[config.mk]
export PLATFORM = sky130hd
export DESIGN_NAME = cnn_frame_sequencer
export DESIGN_NICKNAME = d
export VERILOG_FILES = /design/src/rtl/cnn_frame_sequencer.sv
export SDC_FILE = /design/constraint.sdc
export NUM_CORES = 1
export LEC_CHECK = 0
export ABC_CLOCK_PERIOD_IN_PS = 3700
export BUFFER_PORTS_ARGS = -buffer_cell sky130_fd_sc_hd__buf_2
export CAP_MARGIN = 20
export CORE_ASPECT_RATIO = 1.2
export CORE_MARGIN = 2
export CORE_UTILIZATION = 51
export DETAILED_ROUTE_END_ITERATION = 7
export PLACE_DENSITY = 0.83
export SETUP_SLACK_MARGIN = 0.02
export SLEW_MARGIN = 30
export SYNTH_ARGS = -nofsm -noshare
export SYNTH_HDL_FRONTEND = slang
export SYNTH_SLANG_ARGS = --single-unit
[constraint.sdc]
create_clock -name clock -period 3.7 [get_ports clock]
set_input_delay 0.37 -clock clock [delete_from_list [all_inputs] [get_ports clock]]
set_output_delay 0.37 -clock clock [all_outputs]
set_load 0.05 [all_outputs]
[src/rtl/cnn_frame_sequencer.sv]
// Frame sequencer: streams one image from memory into the CNN, then waits for NUM_CLASSES outputs.
// Define CNN_SEQ_ARGMAX_EN to track the winning class; otherwise result_idx/result_val stay at zero.
//
// state    | meaning
// ---------+--------------------------------------------------------------
// S_IDLE   | waiting for start
// S_LOAD   | issuing image-memory reads, one address per cycle
// S_DRAIN  | collecting remaining CNN outputs, bounded by the drain timer
// S_FINISH | one-cycle done pulse, frame counted
// S_ERROR  | one-cycle timeout pulse, frame not counted
module cnn_frame_sequencer #(
   parameter int NUM_PIXELS    = 784,
   parameter int PIX_W         = 8,
   parameter int OUT_W         = 32,
   parameter int NUM_CLASSES   = 10,
   parameter int DRAIN_TIMEOUT = 20000
) (
   input  logic                          clock,
   input  logic                          reset,
   input  logic                          start,
   input  logic                          abort,
   output logic                          img_rd_en,
   output logic [$clog2(NUM_PIXELS)-1:0] img_addr,
   input  logic [PIX_W-1:0]              img_data,
   output logic [PIX_W-1:0]              pixel_out,
   output logic                          pixel_valid,
   input  logic [OUT_W-1:0]              cnn_out,
   input  logic                          cnn_out_valid,
   output logic                          busy,
   output logic                          done,
   output logic                          timeout_err,
   output logic [3:0]                    result_idx,
   output logic [OUT_W-1:0]              result_val,
   output logic [15:0]                   frame_count
);
   localparam int AW = $clog2(NUM_PIXELS);
   localparam int CW = $clog2(NUM_CLASSES + 1);
   localparam int TW = $clog2(DRAIN_TIMEOUT + 1);
   localparam logic [AW-1:0] LAST_ADDR  = AW'(NUM_PIXELS - 1);
   localparam logic [CW-1:0] CLASSES    = CW'(NUM_CLASSES);
   localparam logic [TW-1:0] DRAIN_LOAD = TW'(DRAIN_TIMEOUT - 1);

   typedef enum logic [2:0] {S_IDLE, S_LOAD, S_DRAIN, S_FINISH, S_ERROR} state_t;

   state_t          state_q, state_d;
   logic [AW-1:0]   addr_q, addr_d;
   logic [CW-1:0]   out_cnt_q, out_cnt_d;
   logic [TW-1:0]   drain_cnt_q, drain_cnt_d;
   logic            pixel_valid_q, pixel_valid_d;
   logic [15:0]     frame_count_q, frame_count_d;
   logic            start_frame, count_hit, outputs_done;

   always_ff @(posedge clock) begin
      if (reset) state_q <= S_IDLE;
      else       state_q <= state_d;
   end

   // Counter saturates at NUM_CLASSES so late extra valids never count.
   always_comb begin
      start_frame  = (state_q == S_IDLE) && start;
      count_hit    = cnn_out_valid && (state_q == S_LOAD || state_q == S_DRAIN)
                     && (out_cnt_q != CLASSES);
      out_cnt_d    = start_frame ? '0 : out_cnt_q + CW'(count_hit);
      outputs_done = (out_cnt_d == CLASSES);
   end

   always_comb begin
      state_d = state_q;
      unique case (state_q)
         S_IDLE:   if (start) state_d = S_LOAD;
         S_LOAD:   if (abort) state_d = S_IDLE;
                   else if (addr_q == LAST_ADDR) state_d = S_DRAIN;
         S_DRAIN:  if (abort) state_d = S_IDLE;
                   else if (outputs_done) state_d = S_FINISH;
                   else if (drain_cnt_q == '0) state_d = S_ERROR;
         S_FINISH: state_d = S_IDLE;
         S_ERROR:  state_d = S_IDLE;
         default:  state_d = S_IDLE;
      endcase
   end

   always_comb begin
      img_rd_en   = (state_q == S_LOAD);
      busy        = (state_q != S_IDLE);
      done        = (state_q == S_FINISH);
      timeout_err = (state_q == S_ERROR);
      img_addr    = addr_q;
      pixel_valid = pixel_valid_q;
      pixel_out   = pixel_valid_q ? img_data : '0;
      frame_count = frame_count_q;
   end

   // Drain timer is a down-counter loaded on DRAIN entry; zero is the terminal count.
   always_comb begin
      addr_d        = '0;
      drain_cnt_d   = '0;
      pixel_valid_d = (state_q == S_LOAD);
      frame_count_d = frame_count_q;
      if (state_q == S_LOAD && !abort) begin
         if (addr_q == LAST_ADDR) drain_cnt_d = DRAIN_LOAD;
         else                     addr_d      = addr_q + AW'(1);
      end
      if (state_q == S_DRAIN && drain_cnt_q != '0)
         drain_cnt_d = drain_cnt_q - TW'(1);
      if (state_q == S_FINISH)
         frame_count_d = frame_count_q + 16'd1;
   end

   always_ff @(posedge clock) begin
      if (reset) begin
         addr_q        <= '0;
         out_cnt_q     <= '0;
         drain_cnt_q   <= '0;
         pixel_valid_q <= 1'b0;
         frame_count_q <= '0;
      end else begin
         addr_q        <= addr_d;
         out_cnt_q     <= out_cnt_d;
         drain_cnt_q   <= drain_cnt_d;
         pixel_valid_q <= pixel_valid_d;
         frame_count_q <= frame_count_d;
      end
   end

`ifdef CNN_SEQ_ARGMAX_EN
   localparam logic [OUT_W-1:0] MOST_NEG = {1'b1, {(OUT_W-1){1'b0}}};

   logic [3:0]       result_idx_q, result_idx_d;
   logic [OUT_W-1:0] result_val_q, result_val_d;

   // Strictly-greater compare keeps the lower index on ties.
   always_comb begin
      result_idx_d = result_idx_q;
      result_val_d = result_val_q;
      if (start_frame) begin
         result_idx_d = '0;
         result_val_d = MOST_NEG;
      end else if (count_hit && ($signed(cnn_out) > $signed(result_val_q))) begin
         result_idx_d = 4'(out_cnt_q);
         result_val_d = cnn_out;
      end
   end

   always_ff @(posedge clock) begin
      if (reset) begin
         result_idx_q <= '0;
         result_val_q <= '0;
      end else begin
         result_idx_q <= result_idx_d;
         result_val_q <= result_val_d;
      end
   end

   assign result_idx = result_idx_q;
   assign result_val = result_val_q;
`else
   logic cnn_out_unused;
   assign cnn_out_unused = ^cnn_out;
   assign result_idx     = '0;
   assign result_val     = '0;
`endif

endmodule

# ---- Word-level counts from Yosys, hierarchy flattened
# Cells that the tools add are included.
dict set report totals {
  regBits 49
  inputBits 45
  out_inout_bits 75
}
dict set report classes {
  addsub 4
  n_eq_ne 10
  n_mux 12
  bitwise_logic 1
  n_reduce_logical 13
}
# cell count
set ops {}
lappend ops {{15-bit two-way mux} 3}
lappend ops {{3-bit two-way mux} 6}
lappend ops {{16-bit by 1-bit adder with 16-bit output (second input constant)} 1}
lappend ops {{15-bit zero test} 1}
lappend ops {{15-bit nonzero test} 1}
lappend ops {{15-bit by 1-bit subtractor with 15-bit output (second input constant)} 1}
lappend ops {{10-bit by 1-bit adder with 10-bit output (second input constant)} 1}
lappend ops {{10-bit == test (second input constant)} 1}
lappend ops {{3-bit one-hot mux with 3 select lines} 1}
lappend ops {{8-bit two-way mux} 1}
lappend ops {{4-bit != test (second input constant)} 2}
lappend ops {{3-bit by 2-bit == test with 1-bit output (second input constant)} 2}
lappend ops {{1-bit logical AND} 5}
lappend ops {{4-bit by 1-bit adder with 4-bit output} 1}
lappend ops {{4-bit == test (second input constant)} 1}
lappend ops {{4-bit two-way mux} 1}
lappend ops {{3-bit by 1-bit == test with 1-bit output (second input constant)} 1}
lappend ops {{3-bit == test (second input constant)} 1}
lappend ops {{3-bit zero test} 1}
lappend ops {{3-bit by 2-bit != test with 1-bit output (second input constant)} 1}
lappend ops {{3-bit AND reduction} 1}
lappend ops {{3-bit nonzero test} 1}
lappend ops {{3-bit OR reduction} 1}
lappend ops {{2-bit != test (second input constant)} 1}
lappend ops {{3 further kinds} 3}

# ---- Depth between registers and ports, before layout
# Gate-level depths: netlist of run 1.
dict set report logic_depth {
  ltp_word 10
  ltp_mapped 9
}

# ---- Worst setup path after synthesis of run 1
# Ideal clock, no wire load.
dict set report synth_path {
  kind {register -> register}
  start {register state_q[1]}
  end {register state_q[1]}
  setup_ns 0.133
  t_arrival_ns 2.189
  t_required_ns 3.567
  setup_slack_ns 1.378
  path_stages_with_launch 10
  n_path_buf 1
  path_cell_list {dfxtp_1 -> buf_4 -> or3b_2 -> a21oi_1 -> ha_1 -> ha_1 -> nor2b_1 -> and3_1 -> a2111oi_0 -> nor4_1}
}
dict set report synth_between {
  elab_chain_cells 10
}
# item line
set synth_rtl {}
lappend synth_rtl {{start, declared} 45} ;# state_t state_q, state_d;
lappend synth_rtl {{start signal, assigned} 55} ;# else state_q <= state_d;
lappend synth_rtl {{3-bit by 1-bit == test with 1-bit output or 3-bit by 2-bit == test with 1-bit output (tied branches)} {61, 69}}
lappend synth_rtl {{1-bit logical OR} 61} ;# count_hit = cnn_out_valid && (state_q == S_LOAD || state_q == S_DRAIN)
lappend synth_rtl {{1-bit logical AND} 61}
lappend synth_rtl {{1-bit logical AND} 62} ;# && (out_cnt_q != CLASSES);
lappend synth_rtl {{4-bit by 1-bit adder with 4-bit output} 63} ;# out_cnt_d = start_frame ? '0 : out_cnt_q + CW'(count_hit);
lappend synth_rtl {{4-bit two-way mux} 63}
lappend synth_rtl {{4-bit == test} 64} ;# outputs_done = (out_cnt_d == CLASSES);
lappend synth_rtl {{3-bit two-way mux} 74} ;# else if (outputs_done) state_d = S_FINISH;
lappend synth_rtl {{3-bit two-way mux} 73} ;# S_DRAIN: if (abort) state_d = S_IDLE;
lappend synth_rtl {{3-bit one-hot mux with 3 select lines} 69} ;# unique case (state_q)
# Parallel ways exist; a longest one is shown, timed or not.
# A chain may end at the register's enable or synchronous reset.

# ---- Worst setup path after layout of run 1
dict set report layout_path {
  start {register state_q[0]}
  end {register state_q[1]}
}
# Same word-level chain as after synthesis.

==> reports/results.ini, run 1 <==
[placed_design]
dp_hpwl_mm=3.73
placement.io_buffers=51
post_dp_cell_area_um2=2760
pre_cts_ws_ps=1150
routabilityCongestion=0.816

[worst_setup_path]
cp-start-kind=register
cp_slowest_stage_delay_ps=560
rr_worst_depth=8
reg2reg_from=state_q[0]
path_cells=or3b_2 > a21oi_1 > ha_1 > ha_1 > nor2b_1 > and3_1 > a2111oi_0 > nor4_1
arrival_ps=2770
worstSetupEndpointType=register
crit_path_max_fanout=9
r2r_slack_ps=1100
worstSetupPathType=register to register
slowest_stage=or3b_2
crit_required_ps=3870
cp_common_cell=ha_1
worstReg2RegEnd=state_q[1]

[finish]
syn_to_final_growth_pct=7.92
drive_gt1_share_pct=19.7
seqCellArea_um2=981
fin_nets=396
multiInputGateArea_um2=1410
fill_cells=435
final_area_um2=2830
num_antenna_cells=0
finalCoreUtilization_pct=57.3

[hold_path]
hp-class=input port to register
hold_start=abort
whs_path_depth=4
min_to=state_q[1]

[sta]
setup_viol=0
period_needed_ps=2600
max_slew.worst_pin.slew_ps=572
max_slew_margin_pct=61.5
grt_setup_unrepaired=false
hold_viol=0
slew_violations=0
fin_skew_ps=3.14
tns_ps=0
finalCritPeriodShare_pct=70.4
fmaxAchievable_ghz=0.384
setup_slack_ps=1100

[power_and_ir_drop]
finalPower_mw=0.951
pwr_density_cell_nw_per_um2=336
p_leak_nw=1.34
peakVddDrop_mv=0.153

[grt]
grt_max_degree=24
antenna_found_initial=0
globalRouteOverflowTotal=0
track_usage_pct=16.6
grt_pass1_wl_mm=7.67
grt_pass1_vias=1822

[cts]
cts_root_buf=clkbuf_8
ctsHoldBuffers=0
postCtsSetupBuffers=0
cts.sinks=49
ctsHtreeMaxLevel=2
clk_pin_slew_worst_paths_ps=80
clock_tree.buffer_depth=2
cts_tree=yes
cts_resized=0
cts_made_buffers=5
clock_latency_ps=290

[route]
drc=0
avgRoutedWirePerCell_um=12.0
wirelength_mm=4.87
dr.pass1.iters=4
ant_nets=0
vias=2095
vias_per_cell=5.17
drtIter0Drc=70

[yosys]
avgSynthCellArea_um2=8.80
synth-seq-cells=49
synth.distinct_cells=48
synth_cells=298
synth-edff-count=0
synth.cell_area_um2=2620
yosysWarnings=0
synthFlopType=dfxtp_1
ys_seq_area_share_pct=37.4
synthArstFlopShare_pct=0

[floorplanning]
dieArea_um2=5730
core-area_um2=4940
dieHeight_um=82.5
rows=28
io_pins=120
dieWidth_um=69.4
start_util_pct=53.1

[outcome]
status=complete, no violations

[flow_run]
cap_violations=0

## routing by layer
| metal | track usage [%] | vias to the layer above | share of wire (%) |
|---|---|---|---|
| li1 | - | 1061 | - |
| met1 | 18.2 | 970 | 42 |
| met2 | 31.0 | 62 | 52 |
| met3 | 4.73 | 2 | 5.7 |
| met4 | 6.08 | 0 | 0.45 |
| met5 | 0 | - | 0 |
## worst max-delay path, delay by kind of cell (launching register included)
family                     cells  cell delay (ps)
and+or+nand+nor                4              990
AOI/OAI and AO/OA              2              550
DFF                            1              480
adders and majority gates      2              470
## worst max path at each step
| stage | from | to | slack (ps) | cells past startpoint |
|---|---|---|---|---|
| 2_1_floorplan | state_q[1] | state_q[1] | 1380 | 9 |
| 3_3_place_gp | state_q[0] | state_q[1] | 1150 | 8 |
| 3_5_place_dp | state_q[0] | state_q[1] | 1150 | 8 |
| 4_1_cts | state_q[0] | state_q[1] | 1120 | 8 |
| 5_1_grt | state_q[0] | state_q[1] | 880 | 8 |
| 6_report | state_q[0] | state_q[1] | 1100 | 8 |
## layout make-up
cell class | count | share of cell area, %
Clock buffer | 5 | 2.43
Clock inverter | 1 | 0.177
Multi-Input combinational cell | 231 | 50.0
Sequential cell | 49 | 34.7
Timing Repair Buffer | 51 | 9.02
Inverter | 8 | 1.06
Tap cell | 60 | 2.65
## placed cells by master, fill, tap and decap left out, types with 10 or more instances in the layout
cell,n
and2_1,12
buf_2,51
xor2_1,18
dfxtp_1,49
xnor2_1,10
o21ai_0,12
conb_1,36
nor2_1,36
nand4_1,10
a21oi_1,13
nand2_1,10
## logic make-up after synthesis
family,synth area share [%]
AND/OR/NAND/NOR,28.3
multiplexers,0.382
buffers and inverters,13.7
XOR/XNOR,9.36
AO/OA/AOI/OAI,8.40
other,0.143
flip-flops,37.4
adder cells (fa/ha/maj),2.39
## power breakdown
group | switching [mW] | total [mW] | internal (mW) | leakage, nW
sequential | 0.00405 | 0.534 | 0.530 | 0.395
combinational | 0.120 | 0.138 | 0.0170 | 0.902
clock | 0.155 | 0.280 | 0.124 | 0.0399
## metrics by stage
step           hold WS (ps)  cells
6_report                393    405
5_1_grt                 419    405
4_1_cts                 386    405
3_5_place_dp            479    399
3_3_place_gp            449    399
2_1_floorplan           463    333
## cell usage after synthesis, drive strengths merged, types with 4 or more instances
| master | number | area, um2 |
|---|---|---|
| or3 | 4 | 26.3 |
| xnor2 | 10 | 87.6 |
| o21ai | 12 | 60.1 |
| nor4 | 6 | 43.8 |
| xor2 | 18 | 158 |
| a21oi | 13 | 65.1 |
| inv | 8 | 30.0 |
| o31ai | 6 | 45.0 |
| and2 | 13 | 82.6 |
| nand3 | 10 | 62.6 |
| nor2 | 36 | 135 |
| nand4 | 11 | 83.8 |
| dfxtp | 49 | 981 |
| or4 | 7 | 52.6 |
| nor3 | 4 | 20.0 |
| nand2 | 10 | 37.5 |
| buf | 42 | 317 |
| ha | 5 | 62.6 |
## sequential cells by signal, summed over array words and instances (netlist names)
register and cells:
pixel_valid 1, frame_count 16, out_cnt_q 4, drain_cnt_q 15
state_q 3, img_addr 10
Power figures use the tool's default switching activity.
==> inputs of run 2 (changes only) <==
--- a/config.mk
+++ b/config.mk
@@ -5,14 +5,14 @@
 export SDC_FILE = /design/constraint.sdc
 export NUM_CORES = 1
 export LEC_CHECK = 0
-export ABC_CLOCK_PERIOD_IN_PS = 3700
+export ABC_CLOCK_PERIOD_IN_PS = 2400
 export BUFFER_PORTS_ARGS = -buffer_cell sky130_fd_sc_hd__buf_2
 export CAP_MARGIN = 20
 export CORE_ASPECT_RATIO = 1.2
 export CORE_MARGIN = 2
-export CORE_UTILIZATION = 51
+export CORE_UTILIZATION = 47
 export DETAILED_ROUTE_END_ITERATION = 7
-export PLACE_DENSITY = 0.83
+export PLACE_DENSITY = 0.77
 export SETUP_SLACK_MARGIN = 0.02
 export SLEW_MARGIN = 30
 export SYNTH_ARGS = -nofsm -noshare
==> constraint.sdc (replaced) <==
create_clock -name clock -period 2.4 [get_ports clock]
set_input_delay 0.24 -clock clock [delete_from_list [all_inputs] [get_ports clock]]
set_output_delay 0.24 -clock clock [all_outputs]
set_load 0.05 [all_outputs]
==> run 2 against run 1 <==
- largest cell class unchanged
- flip-flop and latch count stayed put
- sequential share of layout area is 1.3 points lower
- maximum frequency is 14% higher
- cell count is 3.0% higher
- wire length is 0.78% lower
- critical path type unchanged
- total power is 73% higher
==> reports/results.ini, run 2 (synthesis results as in run 1) <==
[finish]
num_antenna_cells=0
syn_to_final_growth_pct=12.4
fin_nets=404
drive_gt1_share_pct=22.8
largest_reg_flops=16
mostFrequentLayoutCell=buf_2
mostFrequentLayoutCells=buf_2, dfxtp_1, nor2_1, conb_1, xor2_1

[floorplanning]
dieHeight_um=85.8
start_util_pct=49.1
io_pins=120
dieArea_um2=6190
rows=29
core-area_um2=5330
dieWidth_um=72.2

[cts]
ctsHtreeMaxLevel=2
cts_root_buf=clkbuf_8
cts_resized=0
cts_made_buffers=5
clock_tree.buffer_depth=2
cts_tree=yes
clk_pin_slew_worst_paths_ps=90
cts.sinks=49
clock_latency_ps=300
postCtsSetupBuffers=0
ctsHoldBuffers=0

[sta]
finalCritPeriodShare_pct=94.9
max_slew.worst_pin.slew_ps=544
setup_viol=0
fin_skew_ps=11.6
slew_violations=0
tns_ps=0
hold_viol=0
period_needed_ps=2280
setup_slack_ps=122
fmaxAchievable_ghz=0.439
hold_ws_ps=249
max_slew_margin_pct=63.4
grt_setup_unrepaired=true

[hold_path]
hold_start=abort
min_to=state_q[1]
whs_path_depth=4
hp-class=input port to register

[route]
vias_per_cell=5.10
wirelength_mm=4.83
drc=0
vias=2125
avgRoutedWirePerCell_um=11.6
ant_nets=0
dr.pass1.iters=4
drtIter0Drc=55

[worst_setup_path]
cpLargestDelayFamily=simple AND/OR/NAND/NOR gates
path_depth=8
worstSetupPathType=register to register
cp_slowest_stage_delay_ps=500
slowest_stage=or3b_2
cp_common_cell=ha_1
crit_required_ps=2590
crit_path_max_fanout=6
arrival_ps=2460
rr_worst_depth=8
path_cells=or3b_2 > a21oi_1 > ha_1 > ha_1 > nor2b_1 > and3_1 > a2111oi_2 > nor4_1
cp-start-kind=register
worstReg2RegEnd=state_q[1]
reg2reg_from=state_q[2]
worstSetupEndpointType=register
r2r_slack_ps=120
crit_buf_inv=0

[placed_design]
pre_cts_ws_ps=58.8
dp_hpwl_mm=3.69
placement.io_buffers=51
routabilityCongestion=0.844

[grt]
grt_pass1_vias=1874
grt_pass1_wl_mm=7.86
track_usage_pct=15.7
globalRouteOverflowTotal=0
antenna_found_initial=0
grt_max_degree=24

[outcome]
status=complete, no violations

[power_and_ir_drop]
peakVddDrop_mv=0.250
p_leak_nw=1.40
pwr_density_cell_nw_per_um2=559

[flow_run]
cap_violations=0

[run 2: how the worst max path moves through the flow]
stage | from | to
after detailed placement | state_q[2] | state_q[1]
after global routing | state_q[2] | state_q[2]
after CTS | state_q[1] | state_q[1]
after floorplan | state_q[1] | state_q[1]
final | state_q[2] | state_q[1]
after global placement | state_q[2] | state_q[1]
[run 2: final cells by class]
cell class                      instances  area [um2]
Tap cell                               62        77.6
Multi-Input combinational cell        231        1420
Inverter                                8        30.0
Clock inverter                          2        37.5
Fill cell                             506        2390
Sequential cell                        49         983
Clock buffer                            6        82.6
Timing Repair Buffer                   59         315
[run 2: power breakdown]
part / switching (mW) / total, mW / internal, mW
registers: 0.00437 / 0.821 / 0.817
clock network: 0.266 / 0.605 / 0.339
logic: 0.189 / 0.222 / 0.0330
[run 2: metrics by stage]
stage          power [mW]  instances  instance area, um2  util (%)
2_1_floorplan        1.07        333                2750         -
3_3_place_gp         1.06        409                2820      52.8
3_5_place_dp         1.06        409                2820      52.8
4_1_cts              1.67        417                2940      55.1
5_1_grt              1.71        417                2950      55.2
6_report             1.65        417                2950      55.2
[run 2: tightest hold or removal path: cells and delay by family]
kind / cells / cell delay, ps
buf+inv: 1 / 110
simple gates: 2 / 100
compound gates: 1 / 60
[run 2: layer usage]
metal | track usage [%] | wire (um) | vias up
li1 | - | - | 1077
met1 | 18.1 | 1990 | 977
met2 | 27.9 | 2490 | 67
met3 | 3.53 | 295 | 4
met4 | 5.83 | 50 | 0
met5 | 0 | 0 | -
